## src/rtl/id_ex_pipe.sv

```systemverilog
// -----------------------------------------------------------------------------
// id_ex_pipe
//
// ID/EX pipeline register for the five-stage core. Sits between decode
// (register file read, immediate generation, control decode) and execute
// (ALU, forwarding muxes).
//
// Besides carrying the decoded instruction one stage forward it:
//   - tracks a per-stage valid bit,
//   - holds all contents while the EX/MEM side requests a stall,
//   - turns the EX slot into a bubble on a branch/jump flush,
//   - detects load-use hazards against the instruction already in EX and
//     inserts a bubble automatically while asking decode to hold,
//   - counts inserted bubbles in a saturating performance counter.
//
// Ports
//   clk, rst_n          clock (rising edge) and asynchronous active-low reset
//   stall_i             hold request from EX/MEM; every register keeps its value
//   flush_i             redirect; the instruction entering EX is killed
//   ValidD .. MEM_CtrlD decode-stage instruction (data, addresses, controls)
//   ValidE .. MEM_CtrlE registered copies presented to EX
//   load_use_stall_o    combinational; decode must hold IF/ID this cycle
//   bubble_count_o      bubbles inserted since reset, saturating at all-ones
// -----------------------------------------------------------------------------
module id_ex_pipe #(
    parameter int XLEN   = 32,
    parameter int REG_AW = 5,
    parameter int ALUC_W = 3,
    parameter int MEMC_W = 2,
    parameter int F3_W   = 3,
    parameter int CNT_W  = 16
) (
    input  logic              clk,
    input  logic              rst_n,

    input  logic              stall_i,
    input  logic              flush_i,

    input  logic              ValidD,
    input  logic [XLEN-1:0]   RD1D,
    input  logic [XLEN-1:0]   RD2D,
    input  logic [XLEN-1:0]   SignImmD,
    input  logic [REG_AW-1:0] A3D,
    input  logic [REG_AW-1:0] RD1AddrD,
    input  logic [REG_AW-1:0] RD2AddrD,
    input  logic [F3_W-1:0]   funct3D,
    input  logic              RegWriteD,
    input  logic              MemtoRegD,
    input  logic              MemWriteD,
    input  logic              ALUSrcD,
    input  logic [ALUC_W-1:0] ALUControlD,
    input  logic [MEMC_W-1:0] MEM_CtrlD,

    output logic              ValidE,
    output logic [XLEN-1:0]   RD1E,
    output logic [XLEN-1:0]   RD2E,
    output logic [XLEN-1:0]   SignImmE,
    output logic [REG_AW-1:0] A3E,
    output logic [REG_AW-1:0] RD1AddrE,
    output logic [REG_AW-1:0] RD2AddrE,
    output logic [F3_W-1:0]   funct3E,
    output logic              RegWriteE,
    output logic              MemtoRegE,
    output logic              MemWriteE,
    output logic              ALUSrcE,
    output logic [ALUC_W-1:0] ALUControlE,
    output logic [MEMC_W-1:0] MEM_CtrlE,

    output logic              load_use_stall_o,
    output logic [CNT_W-1:0]  bubble_count_o
);

    // -------------------------------------------------------------------------
    // Hazard detection
    // -------------------------------------------------------------------------
    // A load in EX whose destination is read by the instruction in decode
    // cannot be forwarded in time. x0 is hard-wired to zero and a bubble in EX
    // produces nothing, so neither may raise a hazard.
    logic ex_is_load;
    logic src_match;
    logic hz;

    assign ex_is_load = ValidE & MemtoRegE & RegWriteE & (A3E != '0);
    assign src_match  = (RD1AddrD == A3E) | (RD2AddrD == A3E);
    assign hz         = ex_is_load & ValidD & src_match;

    // Decode only needs to hold when this edge actually resolves the hazard
    // with a bubble. A flush kills the dependent instruction anyway, and a
    // stall already freezes everything.
    assign load_use_stall_o = hz & ~flush_i & ~stall_i;

    // -------------------------------------------------------------------------
    // Edge action
    // -------------------------------------------------------------------------
    // Flush outranks stall; a hazard only acts on an unstalled edge.
    logic insert_bubble;
    logic capture;

    assign insert_bubble = flush_i | (~stall_i & hz);
    assign capture       = ~flush_i & ~stall_i & ~hz;

    // -------------------------------------------------------------------------
    // Control/valid registers: cleared by a bubble
    // -------------------------------------------------------------------------
    // Controls are gated with ValidD on capture so that every control output
    // reads zero whenever ValidE is zero; downstream stages can then use the
    // control bits alone to suppress side effects.
    // NOTE: sequential state is written with non-blocking assignments so every
    // register samples the pre-edge values regardless of statement order.
    always_ff @(posedge clk or negedge rst_n) begin
        if (!rst_n) begin
            ValidE      <= 1'b0;
            RegWriteE   <= 1'b0;
            MemtoRegE   <= 1'b0;
            MemWriteE   <= 1'b0;
            ALUSrcE     <= 1'b0;
            ALUControlE <= '0;
            MEM_CtrlE   <= '0;
        end else if (insert_bubble) begin
            ValidE      <= 1'b0;
            RegWriteE   <= 1'b0;
            MemtoRegE   <= 1'b0;
            MemWriteE   <= 1'b0;
            ALUSrcE     <= 1'b0;
            ALUControlE <= '0;
            MEM_CtrlE   <= '0;
        end else if (capture) begin
            ValidE      <= ValidD;
            RegWriteE   <= RegWriteD & ValidD;
            MemtoRegE   <= MemtoRegD & ValidD;
            MemWriteE   <= MemWriteD & ValidD;
            ALUSrcE     <= ALUSrcD & ValidD;
            ALUControlE <= ValidD ? ALUControlD : '0;
            MEM_CtrlE   <= ValidD ? MEM_CtrlD : '0;
        end
    end

    // -------------------------------------------------------------------------
    // Data/address registers: only loaded on a plain capture edge
    // -------------------------------------------------------------------------
    // A bubble leaves these untouched; they are don't-care once ValidE drops
    // and holding them avoids needless toggling of the wide operand buses.
    always_ff @(posedge clk or negedge rst_n) begin
        if (!rst_n) begin
            RD1E     <= '0;
            RD2E     <= '0;
            SignImmE <= '0;
            A3E      <= '0;
            RD1AddrE <= '0;
            RD2AddrE <= '0;
            funct3E  <= '0;
        end else if (capture) begin
            RD1E     <= RD1D;
            RD2E     <= RD2D;
            SignImmE <= SignImmD;
            A3E      <= A3D;
            RD1AddrE <= RD1AddrD;
            RD2AddrE <= RD2AddrD;
            funct3E  <= funct3D;
        end
    end

    // -------------------------------------------------------------------------
    // Bubble counter, saturating at all-ones
    // -------------------------------------------------------------------------
    always_ff @(posedge clk or negedge rst_n) begin
        if (!rst_n) begin
            bubble_count_o <= '0;
        end else if (insert_bubble && (bubble_count_o != {CNT_W{1'b1}})) begin
            bubble_count_o <= bubble_count_o + 1'b1;
        end
    end

endmodule

```

## config.mk

```make
export PLATFORM = sky130hd
export DESIGN_NAME = id_ex_pipe
export DESIGN_NICKNAME = d
export VERILOG_FILES = /design/src/rtl/id_ex_pipe.sv
export SDC_FILE = /design/constraint.sdc
export NUM_CORES = 1
export LEC_CHECK = 0
export BUFFER_PORTS_ARGS = -buffer_cell sky130_fd_sc_hd__buf_2
export CAP_MARGIN = 40
export CORE_ASPECT_RATIO = 1.1
export CORE_MARGIN = 2
export CORE_UTILIZATION = 25
export DETAILED_ROUTE_END_ITERATION = 8
export SETUP_SLACK_MARGIN = 0.15
export SYNTH_ARGS = -nofsm -noshare
export SYNTH_HDL_FRONTEND = slang
export SYNTH_SLANG_ARGS = --single-unit
```

## constraint.sdc

```tcl
create_clock -name clk -period 2.1 [get_ports clk]
set_input_delay 0.105 -clock clk [delete_from_list [all_inputs] [get_ports clk]]
set_output_delay 0.105 -clock clk [all_outputs]
set_load 0.1 [all_outputs]
```

### After elaboration in Yosys (flattened, before gate mapping)

Index checks and enable logic that the tools add are counted.

* register bits after elaboration: 140
* latch bits: 0
* RAM bits: 0
* ROM bits: 0
* input bits: 128
* output and inout bits: 141
* memories: 0

* add/subtract/negate cells: 1
* multipliers: 0
* div/mod/pow operators: 0
* magnitude comparators: 0
* eq/ne operators: 3
* shifts and indexed selects: 0
* muxes and demuxes: 16
* bitwise gates (word level): 19
* reduce and logical (&&, ||, !) cells: 3

Operator list (number)
* $add A16 B1 Y16 const B: 1
* $ne A16 B16 Y1 const B: 1
* $and A1 B1 Y1: 14
* $eq A5 B5 Y1: 2
* $mux W1: 10
* $mux W3: 3
* $mux W2: 3
* $reduce_bool A5 Y1: 1
* $not A1 Y1: 3
* $or A1 B1 Y1: 2
* $reduce_bool A2 Y1: 1
* $logic_and A1 B1 Y1: 1

### Logic depth before layout (Yosys ltp)

Gate-level depths: netlist of run 1.

* word-level depth: 9
* gate-level depth with buffers: 8
* depth with buffers taken out: 7

### Least setup slack after synthesis of run 1

OpenSTA, ideal clock, no wires.

* path type: flip-flop to output port
* start: register A3E[0]
* end: output port load_use_stall_o
* arrival: 3.671 ns
* setup slack: -1.676 ns
* cell stages (with the launch flop): 6
* path through: dfrtp_1 > xnor2_1 > nand3_1 > o22ai_4 > nand2_2 > nor3_1

* word-level cells in the longest chain between the ends: 6

RTL lines
* from (decl): line 58 `output logic [REG_AW-1:0] A3E,`
* from (signal assigned): line 148 `A3E <= '0;`
* from (signal assigned): line 156 `A3E <= A3D;`
* $reduce_bool A5 Y1: line 83 `assign ex_is_load = ValidE & MemtoRegE & RegWriteE & (A3E != '0);`
* $and A1 B1 Y1: line 83
* $and A1 B1 Y1: line 85 `assign hz = ex_is_load & ValidD & src_match;`
* $and A1 B1 Y1 (*): line 85
* $and A1 B1 Y1 (*) (2 in series): line 90 `assign load_use_stall_o = hz & ~flush_i & ~stall_i;`
* to (decl): line 69 `output logic load_use_stall_o,`

Mark *: on every way between the ends. The rest lies on a longest branch, timed or not.

### Worst setup path after layout of run 1

* start: register A3E[0]
* end: register RD2E[6]

* word-level cells in the longest chain between the ends: 6

RTL lines
* $reduce_bool A5 Y1: line 83
* $and A1 B1 Y1: line 83
* $and A1 B1 Y1: line 85
* $and A1 B1 Y1 (*): line 85
* $not A1 Y1 (*): line 100 `assign capture = ~flush_i & ~stall_i & ~hz;`
* $and A1 B1 Y1 (*): line 100
* to (signal assigned): line 146 `RD2E <= '0;`
* to (signal assigned): line 154 `RD2E <= RD2D;`
* to (decl): line 56 `output logic [XLEN-1:0] RD2E,`

Marks and branches as above.
A chain may end at the register's enable or synchronous reset.

==> results of run 1 <==
-- area by class of cell --
class,count,area [um2],area share [%]
clock buffer,19,443,4.29
clock inverter,13,118,1.14
inverter,3,11.3,0.109
multi-input combinational,212,2510,24.3
sequential,140,3580,34.7
tap,295,369,3.57
timing repair buffer,436,3300,31.9
-- through the flow --
step	power [mW]	setup WS (ps)	std cells	hold WS, ps
floorplan	7.28	-58.2	368	-191
global placement	8.12	42.3	937	86.1
detailed placement	8.14	16.6	937	83.3
CTS	11.5	-12.2	1116	111
global route	11.9	-75.8	1118	131
finish	11.4	-27.7	1118	131
-- layout by cell type (no fill, tap or decap), types with 9 or more instances in the layout --
| master | count |
|---|---|
| dfrtp_4 | 18 |
| mux2_4 | 99 |
| clkbuf_16 | 17 |
| buf_2 | 266 |
| buf_8 | 10 |
| mux2_2 | 16 |
| buf_4 | 10 |
| buf_12 | 16 |
| dfrtp_1 | 116 |
| xor2_1 | 14 |
| a22oi_1 | 9 |
| dlygate4sd3_1 | 124 |
| nor2_1 | 16 |
-- how the worst min path moves through the flow --
| stage | from | to | slack, ps | cells past startpoint |
|---|---|---|---|---|
| after floorplan | rst_n | ALUControlE[0]$_DFFE_PN0P_ | -190 | 0 |
| after global placement | rst_n | RD1E[30]$_DFFE_PN0P_ | 90 | 1 |
| after detailed placement | rst_n | RD1E[30]$_DFFE_PN0P_ | 80 | 1 |
| after CTS | flush_i | ALUControlE[0]$_DFFE_PN0P_ | 110 | 2 |
| after global routing | flush_i | ALUControlE[0]$_DFFE_PN0P_ | 130 | 2 |
| final | flush_i | ALUControlE[0]$_DFFE_PN0P_ | 130 | 2 |
-- critical path, stage by stage (launching register included) --
cell and delay, ps:
dfrtp_4 510, nor3_2 210, a21oi_1 90, buf_4 180, nand2_4 90, buf_12 110
nand2_8 70, buf_4 180, buf_8 120, buf_12 140, mux2_4 300
-- flip-flops by register name, indices dropped and copies added, names as in the netlist --
register,flops
RD1E,32
RD2E,32
SignImmE,32
bubble_count_o,16
A3E,5
RD1AddrE,5
RD2AddrE,5
ALUControlE,3
funct3E,3
MEM_CtrlE,2
ALUSrcE,1
MemWriteE,1
MemtoRegE,1
RegWriteE,1
ValidE,1
-- routing by layer --
| metal | global-route usage, % | up-vias | part of all wire, % |
|---|---|---|---|
| li1 | - | 2200 | - |
| met1 | 17.7 | 2310 | 39 |
| met2 | 28.0 | 161 | 53 |
| met3 | 4.29 | 35 | 5.4 |
| met4 | 6.40 | 0 | 2.6 |
| met5 | 0 | - | 0 |
-- power groups by stage --
stage / combinational, mW / clock (mW) / sequential [mW]
floorplan: 0.703 / 0 / 6.58
global route: 5.22 / 3.10 / 3.55
finish: 5.06 / 2.89 / 3.49
CTS: 5.02 / 2.97 / 3.48
detailed placement: 4.63 / 0 / 3.51
global placement: 4.61 / 0 / 3.51
-- cell families after synthesis --
family,after synthesis
flip-flops,140
multiplexers,115
AND/OR/NAND/NOR,54
XOR/XNOR,24
buffers and inverters,18
AO/OA/AOI/OAI,16
adder cells (fa/ha/maj),1
-- timing repair --
| action | in CTS | in global routing |
|---|---|---|
| gates cloned | 6 | 0 |
| setup endpoints to repair | 120 | 140 |
| resized for setup | 72 | 24 |
| pin swaps | 14 | 6 |
| setup buffers | 17 | 2 |
| endpoints found under the hold margin | 168 | 0 |
| hold buffers | 124 | 0 |
==> metrics.md, run 1 <==
| Metric | Value |
|---|---|
| Status | `finished, violations left` |
| Failing checks | `setup timing` |
| GRT overflow | `0` |
| Synth top cells by count | `dfrtp_1 (140), mux2_2 (104), nor2_1 (17)` |
| Via/cell ratio | `4.21` |
| Post-DP HPWL | `10.9 mm` |
| CTS root buffer | `clkbuf_16` |
| Largest family of logic cells by synthesized area | `multiplexers` |
| H-tree Lvls | `4` |
| Area growth, synth to finish | `84.4%` |
| P per Cell Area | `1110 nW/um2` |
| Ant. Diodes | `0` |
| Gate Count Post-Synth | `368` |
| Count leader, synth | `dfrtp_1` |
| Kind of critical path | `flop to flop` |
| Setup-failing EPs final | `20` |
| Ratio of cells with drive above 1 in the final layout | `62.5%` |
| # fillers | `1,928` |
| R2r startpoint | `A3E[0]$_DFFE_PN0P_` |
| Clock Sinks | `140` |
| IO Pins | `269` |
| Cell accounting for the most synthesized area | `dfrtp_1` |
| Reg power frac | `30.5%` |
| Gate power share | `44.2%` |
| Leak pwr | `5.12 nW` |
| Synth Area in Compound Gates | `2.61%` |
| Synth async-reset ratio | `100%` |
| Initial DRC count | `109` |
| Final period util | `101%` |
| Reg2reg end | `RD2E[6]$_DFFE_PN0P_` |
| CTS tree | `built` |
| Xor/xnor share of the synthesized area | `3.75%` |
| Worst Slack Setup Final | `-27.7 ps` |
| Post-Syn Area | `5600 um2` |
| Clock transition at the registers of the reported paths | `60 ps` |
| Slew @ Worst Pin | `692 ps` |
| Post-synth EDFFs | `0` |
| Placer Congestion | `0.761` |
| Total number of vias | `4,706` |
| Worst-path fanout max | `7` |
| Post-DP Area | `7750 um2` |
| Netlist cell types | `29` |
| Max-slew violations | `0` |
| Hold WC Path Type | `input port to flop` |
| Mean Syn Cell Area | `15.2 um2` |
| Cell count of the worst reg-to-reg path | `10` |
| Internal Power | `6.06 mW` |
| Final Hold Viols | `0` |
| Clock power share | `25.3%` |
| Crit path time final | `2130 ps` |
| Sw Ratio | `47.1%` |
| First-pass GRT wire length | `28.7 mm` |
| WP data required | `2390 ps` |
| Sw Pwr | `5.39 mW` |
| Design area | `10,300 um2` |
| Worst Clk Skew | `8.16 ps` |
| Vias in the first global route | `5,280` |
| WL final | `18.3 mm` |
| Fmax | `470 MHz` |
| Initial Util | `25.4%` |
| Overall routing resource usage | `15.7%` |
| #FFs+latches synth | `140` |
| TritonRoute pass-1 iters | `4` |
| Post-synth net total | `497` |
| Cts bufs inserted | `17` |
| Arr. time, crit path | `2420 ps` |
| CP Launch Point | `A3E[0]$_DFFE_PN0P_` |
| Top cells by area, synth | `dfrtp_1 (63%), mux2_2 (21%), mux2_1 (2.2%)` |
| Flop2flop setup slack | `-30 ps` |
| Worst setup EP type | `flop` |
| Clock Path Buffers | `2` |
| YS warnings | `0` |
| Max-cap violations | `0` |
| Clk_lat worst skew | `410 ps` |
| Synth Area in Adders | `0.223%` |
| Post-synth top area share | `62.6%` |
| Wirelength per Cell | `16.4 um` |
| Top_reg_cell synth | `dfrtp_1` |
| Multiplexer share of the synthesized area | `23.1%` |
| Die Y | `161 um` |
| Area of the core | `22,000 um2` |
| Post-layout util | `46.9%` |
| Antenna Violating Nets Remaining | `0` |
| IO Port Bufs | `268` |
| RSZ-0062 raised after global routing | `yes` |
| Critical Path End | `RD2E[6]$_DFFE_PN0P_` |
| CP Launch Type | `flop` |
| Simple-gate share of the synthesized area | `5.32%` |
| Die X | `147 um` |
| TNS Setup | `-347 ps` |
| Slew margin rel. | `53.7%` |
| Largest net degree at the start of global routing | `50` |
| Die area | `23,600 um2` |
| Seq/Total Area, Yosys | `62.6%` |
| Row Count | `57` |
| VDD IR max | `0.512 mV` |
| DRC Markers | `0` |
| Final nets | `939` |
| Initial antenna violation count | `0` |
(Power assumes the default switching activity.)
==> run 2, diff against run 1 <==
--- a/constraint.sdc
+++ b/constraint.sdc
@@ -3,2 +3,2 @@
 set_output_delay 0.105 -clock clk [all_outputs]
-set_load 0.1 [all_outputs]
+set_load 0.02 [all_outputs]
==> run 2 against run 1 <==
Compared with the run above:
- the run now ends clean
- sequential power decreased by 2%
- register-to-register slack improved by 130 ps
- clock-buffer cell count increased by 2
- combinational power decreased by 55%
- critical path depth decreased by 2
- core utilization decreased by 2.5 points
- global-route usage decreased by 1.6 points
- critical endpoint is now bubble_count_o[6]$_DFFE_PN0P_
- critical path type unchanged
==> metrics.md, run 2 (synthesis results as in run 1) <==
| Metric | Value |
|---|---|
| Worst Slack Setup Final | `103 ps (+131 ps)` |
| Fmax | `501 MHz (+6.5%)` |
| Die Y | `161 um (unchanged)` |
| Area growth, synth to finish | `74.5%` |
| P per Cell Area | `876 nW/um2 (-21%)` |
| Setup-failing EPs final | `0 (-100%)` |
| Reg2reg end | `bubble_count_o[6]$_DFFE_PN0P_` |
| Dpl ws | `-26.9 ps (-43.5 ps)` |
| First-pass GRT wire length | `26.4 mm (-8.1%)` |
| Wirelength per Cell | `15.3 um (-6.7%)` |
| TNS Setup | `0 ps (+347 ps)` |
| WL final | `17.0 mm (-7.4%)` |
| Final nets | `932 (-0.75%)` |
| Regs by FF count | `RD1E: 32 flops, RD2E: 32 flops, SignImmE: 32 flops` |
| Status | `finished clean` |
| WHS Endpoint | `ValidE$_DFFE_PN0P_` |
| Total number of vias | `4,680 (-0.55%)` |
| Row Count | `57 (unchanged)` |
| CTS tree | `built` |
| Final period util | `95.1% (-6.2 points)` |
| Antenna Violating Nets Remaining | `0 (unchanged)` |
| IO Port Bufs | `268 (unchanged)` |
| Crit path time final | `2000 ps (-131 ps)` |
| Via/cell ratio | `4.22 (+0.16%)` |
| # fillers | `1,974 (+2.4%)` |
| Cts bufs inserted | `17 (unchanged)` |
| Worst-path fanout max | `6 (-1)` |
| Dpl cells | `936 (-0.11%)` |
| Hold path start | `flush_i` |
| Initial Util | `25.4% (unchanged)` |
| Slew margin rel. | `65.4% (+12 points)` |
| Placer Congestion | `0.725 (-4.7%)` |
| Initial antenna violation count | `0 (unchanged)` |
| Hold slack | `92.3 ps (-38.4 ps)` |
| Commonest non-fill, non-tap cell in the layout | `buf_2` |
| Worst setup EP type | `flop` |
| Vias in the first global route | `5,162 (-2.2%)` |
| H-tree Lvls | `4 (unchanged)` |
| Slew @ Worst Pin | `519 ps (-174 ps)` |
| Final Hold Viols | `0 (unchanged)` |
| Worst Clk Skew | `13.8 ps (+5.65 ps)` |
| Hold WC Path Type | `input port to flop` |
| CTS root buffer | `clkbuf_16` |
| Max-cap violations | `0 (unchanged)` |
| Clk_lat worst skew | `410 ps (about the same)` |
| R2r startpoint | `A3E[1]$_DFFE_PN0P_` |
| VDD IR max | `0.480 mV (-6.2%)` |
| Ant. Diodes | `0 (unchanged)` |
| Worst Hold Depth | `2 (unchanged)` |
| Design area | `9770 um2 (-5.4%)` |
| Die area | `23,600 um2 (unchanged)` |
| Area of the core | `22,000 um2 (unchanged)` |
| DRC Markers | `0 (unchanged)` |
| IO Pins | `269 (unchanged)` |
| Ratio of cells with drive above 1 in the final layout | `58.4% (-4.0 points)` |
| GRT overflow | `0 (unchanged)` |
| Initial DRC count | `137 (+26%)` |
| Clock Sinks | `140 (unchanged)` |
| RSZ-0062 raised after global routing | `yes` |
| Arr. time, crit path | `2300 ps (-120 ps)` |
| Largest net degree at the start of global routing | `53 (+6.0%)` |
| Leak pwr | `4.73 nW (-7.6%)` |
| TritonRoute pass-1 iters | `4 (unchanged)` |
| Clock Path Buffers | `2 (unchanged)` |
| Clock transition at the registers of the reported paths | `60 ps (about the same)` |
| Post-DP Area | `7450 um2 (-3.9%)` |
| Post-DP HPWL | `10.8 mm (-1.1%)` |
| Die X | `147 um (unchanged)` |
| Fin cells | `1,110 (-0.72%)` |
| Flop2flop setup slack | `100 ps (+130 ps)` |
| Max-slew violations | `0 (unchanged)` |
| Cell count of the worst reg-to-reg path | `8 (-2)` |
| CP Launch Type | `flop` |
| WP data required | `2410 ps (+20 ps)` |
| Kind of critical path | `flop to flop` |
| Overall routing resource usage | `14.1% (-1.6 points)` |
| Most frequent cells in the layout | `buf_2 (266), dfrtp_1 (135), dlygate4sd3_1 (124)` |
-- run 2: cell types whose count changed in the layout (fill, tap and decap cells not counted), sizes merged --
cell,before,now
nand2,11,10
clkinvlp,5,1
inv,6,3
clkinv,4,8
buf,312,304
clkbuf,19,23
-- run 2: power breakdown --
group	switching [mW]	total [mW]	internal, mW
logic	1.17	2.26	1.08
registers	0.306	3.43	3.12
clock network	1.15	2.87	1.72
-- run 2: repair_timing --
item                                    4_1_cts  5_1_grt
cloned                                        2        3
setup buffers                                10        4
pin swaps                                    12       10
endpoints found under the hold margin       172        0
hold buffers                                124        0
endpoints found under the setup margin      140      131
resized for setup                            25       41
-- run 2: area by class of cell --
class                   count  area (um2)  area share [%]
multi-input cells         211        2220            22.7
repair buffers            430        3090            31.7
inverters                   3        11.3           0.115
clock inverters            10        92.6           0.948
well taps                 295         369            3.78
clock buffers              21         470            4.82
flip-flops and latches    140        3510            35.9
-- run 2: through the flow --
stage          power (mW)  util [%]
2_1_floorplan        4.52         -
3_5_place_dp         5.35      33.8
4_1_cts              8.54      43.0
6_report             8.55      44.3
3_3_place_gp         5.31      33.8
5_1_grt              9.01      44.3
-- run 2: how the worst max path moves through the flow --
stage	startpoint	to	slack, ps	cells past startpoint
final	A3E[1]$_DFFE_PN0P_	bubble_count_o[6]$_DFFE_PN0P_	100	8
after global routing	A3E[1]$_DFFE_PN0P_	bubble_count_o[8]$_DFFE_PN0P_	-2	8
after CTS	A3E[1]$_DFFE_PN0P_	SignImmE[8]$_DFFE_PN0P_	80	7
after detailed placement	A3E[1]$_DFFE_PN0P_	MEM_CtrlE[0]$_DFFE_PN0P_	-30	6
after global placement	A3E[1]$_DFFE_PN0P_	bubble_count_o[1]$_DFFE_PN0P_	-20	5
after floorplan	A3E[0]$_DFFE_PN0P_	A3E[0]$_DFFE_PN0P_	150	8
-- run 2: metal layers --
layer / share of wire [%] / global-route usage (%)
met1: 42 / 16.5
met2: 50 / 24.7
met3: 6.2 / 4.09
met4: 1.5 / 4.94
met5: 0 / 0
-- run 2: worst max-delay path, cell delays in order (launching register included) --
cell	delay, ps
dfrtp_2	460
xnor2_2	150
nand3_1	150
o22ai_4	120
buf_4	170
a31oi_2	410
buf_4	190
nor2_1	40
o22a_2	200
